===== config.mk =====
export PLATFORM = sky130hd
export DESIGN_NAME = prbs_err_window
export DESIGN_NICKNAME = d
export VERILOG_FILES = /design/src/rtl/prbs_err_window.sv
export SDC_FILE = /design/constraint.sdc
export NUM_CORES = 1
export LEC_CHECK = 0
export ABC_AREA = 1
export BUFFER_PORTS_ARGS = -buffer_cell sky130_fd_sc_hd__buf_2
export CORE_MARGIN = 1
export CORE_UTILIZATION = 26
export CTS_CLUSTER_SIZE = 20
export DETAILED_ROUTE_END_ITERATION = 8
export HOLD_SLACK_MARGIN = 0.15
export PLACE_DENSITY = 0.44
export SYNTH_ARGS = -nofsm -noshare
export SYNTH_HDL_FRONTEND = slang
export SYNTH_SLANG_ARGS = --single-unit

===== constraint.sdc =====
create_clock -name clk -period 1.6 [get_ports clk]
set_clock_uncertainty 0.1 [all_clocks]
set_input_delay 0.08 -clock clk [delete_from_list [all_inputs] [get_ports clk]]
set_output_delay 0.08 -clock clk [all_outputs]
set_load 0.005 [all_outputs]

===== src/rtl/prbs_err_window.sv =====
// prbs_err_window: sliding loss-of-lock window for the PRBS checker.
//   clk, reset : clock, asynchronous active-high reset
//   clr        : clear both window counters (on entry to LOCKED)
//   valid      : a bit is being checked while LOCKED
//   mis        : that bit mismatched its prediction
//   loss       : combinational; this mismatch is the LOSS_THRESH-th in the window
module prbs_err_window #(
  parameter int unsigned WIN_LEN     = 64,
  parameter int unsigned LOSS_THRESH = 8
) (
  input  logic clk,
  input  logic reset,
  input  logic clr,
  input  logic valid,
  input  logic mis,
  output logic loss
);

  localparam int unsigned BIT_W = $clog2(WIN_LEN + 1);
  localparam int unsigned ERR_W = $clog2(LOSS_THRESH + 1);

  logic [BIT_W-1:0] wbit_q, wbit_d;
  logic [ERR_W-1:0] werr_q, werr_d;

  // Window counters and threshold compare; loss beats a same-cycle rollover.
  always_comb begin
    wbit_d = wbit_q;
    werr_d = werr_q;
    loss   = valid && mis && (werr_q == ERR_W'(LOSS_THRESH - 1));
    if (clr) begin
      wbit_d = '0;
      werr_d = '0;
    end else if (valid) begin
      if (loss || (wbit_q == BIT_W'(WIN_LEN - 1))) begin
        wbit_d = '0;
        werr_d = '0;
      end else begin
        wbit_d = wbit_q + BIT_W'(1);
        if (mis) werr_d = werr_q + ERR_W'(1);
      end
    end
  end

  always_ff @(posedge clk or posedge reset) begin
    if (reset) begin
      wbit_q <= '0;
      werr_q <= '0;
    end else begin
      wbit_q <= wbit_d;
      werr_q <= werr_d;
    end
  end

endmodule


==> impl_metrics.yaml <==
status:
  status: "finished clean"
global_route:
  grt_usage: 0.1183
  grt_pass1_vias: 550
  grt_max_degree: 12
  grt_first_pass_wirelength_um: 2352
  antenna_found_initial: 0
  overflow: 0
routing:
  vias_per_cell: 4.138
  postRouteAntennaNets: 0
  via_count: 509
  drc: 0
  first_pass_iters: 2
  wirelength_um: 1181
  drt_iter0_drc: 5
  wl_per_cell_um: 9.602
pwr:
  pwr-share-seq: 0.521
  power_frac_comb: 0.150
  switching_share: 0.2789
  power_density_nw_per_um2: 752.2
  p_total_mw: 0.5967
  peakVddDrop_mv: 0.3957
  p_switching_mw: 0.1664
  clockPowerShare: 0.329
  p_leak_nw: 0.4235
  p_int_mw: 0.4302
logic_synthesis:
  synthArstFlopShare: 1.000
  syn_area_per_cell_sq_um: 8.133
  synth_top_flop_cell: "dfrtp_1"
  ys_ff_latch: 11
  syn_inst: 82
  synth.distinct_cells: 17
  ys_seq_area_frac: 0.4128
  synth_fp_nets: 89
  yosysWarningCount: 0
  syn-cell-area_sq_um: 666.9
  synth_edf_count: 0
clocking:
  clk_pin_slew_worst_paths_ps: 80
  cts_resized: 0
  cts.sinks: 11
  cts_buffer_depth: 2
  cts_tree: "built"
  clkLatencyLatePin_ps: 270
  cts_buffers: 3
  cts_setup_buffers: 0
  root_buffer: "clkbuf_4"
  htreeDepth: 1
worst_setup_path:
  cp.arrival_ps: 1320
  crit_required_ps: 1420
  crit_fanout: 4
  critPathLaunchType: "flop"
  end_kind: "output pin"
  path_class: "reg -> out"
floorplanning:
  coreArea_sq_um: 2318
  fp.dieH_um: 52.65
  fp.dieArea_sq_um: 2772
  io_pins: 6
  rows: 17
  die_x_um: 52.65
  start_util: 0.2876
timing:
  final-setup-viol-count: 0
  fmax_mhz: 665.7
  rsz0062_at_grt: "false"
  setup_tns_ps: 0
  fin_crit_sh: 0.9389
  hold_viol: 0
  max_slew_margin: 0.7068
  maxSlewViolCount: 0
  setup_slack_ps: 97.74
  tightest_slew_ps: 439.4
  period_minus_slack_ps: 1502
place:
  io_buffers: 5
  gp_congestion: 0.7222
  hpwlAfterDp_um: 910.7
  dpl_cell_area_sq_um: 726.9
  dp_slack_ps: 177.4
cells_and_area:
  final_area_sq_um: 793.3
  final_core_utilization: 0.3421
  layout.nets: 103
  final_cell_mix: "nand2_1, nor2_1, dfrtp_1"
  area_growth_pct: 18.95
  drive_above_1_share: 0.2211
  antenna_cells: 0
  layout_commonest_cell: "nand2_1"
min_path:
  hp-class: "in -> async"
job:
  maxCapViolCount: 0
sequential cells by signal, summed over array words and instances (netlist names):
signal and cells:
werr_q 4, wbit_q 7
cells in the mapped netlist (2+ instances only):
library cell | number | area [sq um]
inv_2 | 2 | 7.510
nor2_2 | 3 | 18.77
xor2_1 | 5 | 43.79
nand2_4 | 2 | 22.52
nand3_4 | 2 | 35.03
inv_1 | 8 | 30.03
nand3_1 | 4 | 20.02
ha_1 | 2 | 25.02
dfrtp_1 | 11 | 275.3
nor2_1 | 11 | 41.29
nand2_1 | 25 | 93.84
nand2_2 | 2 | 12.51
power groups by stage:
stage	combinational [mW]	clock (mW)	sequential (mW)
global route	0.108	0.219	0.314
finish	0.0897	0.196	0.311
floorplan	0.0645	0	0.313
global placement	0.0841	0	0.316
CTS	0.0921	0.208	0.311
detailed placement	0.0844	0	0.316
through the flow:
stage,hold slack [ps],instances
after CTS,257.4,123
final,238.5,123
after floorplan,-167.6,82
after global routing,300.5,123
after global placement,7.765,115
after detailed placement,13.48,115
path summary, 6_finish.rpt:
check,start,to,slack [ps],cells after the start
min in group clk,wbit_q[1],wbit_q[1],420,2
hold / removal,reset,wbit_q[1],240,3
max in group asynchronous,reset,wbit_q[0],860,3
hold reg to reg,wbit_q[1],wbit_q[1],420,2
setup / recovery,werr_q[0],loss,100,6
setup reg to reg,werr_q[0],werr_q[0],170,9
cell families after synthesis:
kind of cell,Yosys count,share of synthesized area
and+or+nand+nor,51,0.3940
buffers and inverters,11,0.06943
adders and majority gates,2,0.03752
DFF,11,0.4128
AOI/OAI and AO/OA,1,0.007497
xor gates and xnor gates,6,0.07880
layer usage:
metal	part of all wire	track usage	wire, um
met2	0.39	0.1688	462
met4	0.023	0.07895	27
met1	0.55	0.1620	652
met3	0.033	0.01739	39
met5	0	0	0
what timing repair did:
action | CTS | global route
setup endpoints to repair | 0 | 0
hold buffers | 4 | 0
endpoints found under the hold margin | 18 | 0
critical path, stage by stage (launching register included):
cell and delay (ps):
dfrtp_1 420, ha_1 250, nand2_2 100, nor2_4 40
nand2_4 90, inv_1 50, buf_2 120
layout make-up:
cell class | count | area (sq um)
timing repair buffer | 9 | 65.06
clock buffer | 4 | 26.28
multi-input combinational | 60 | 345.3
fill | 253 | 1525
inverter | 11 | 46.29
sequential | 11 | 275.3
tap | 28 | 35.03
Note: power is estimated with default switching activity, not from simulation.
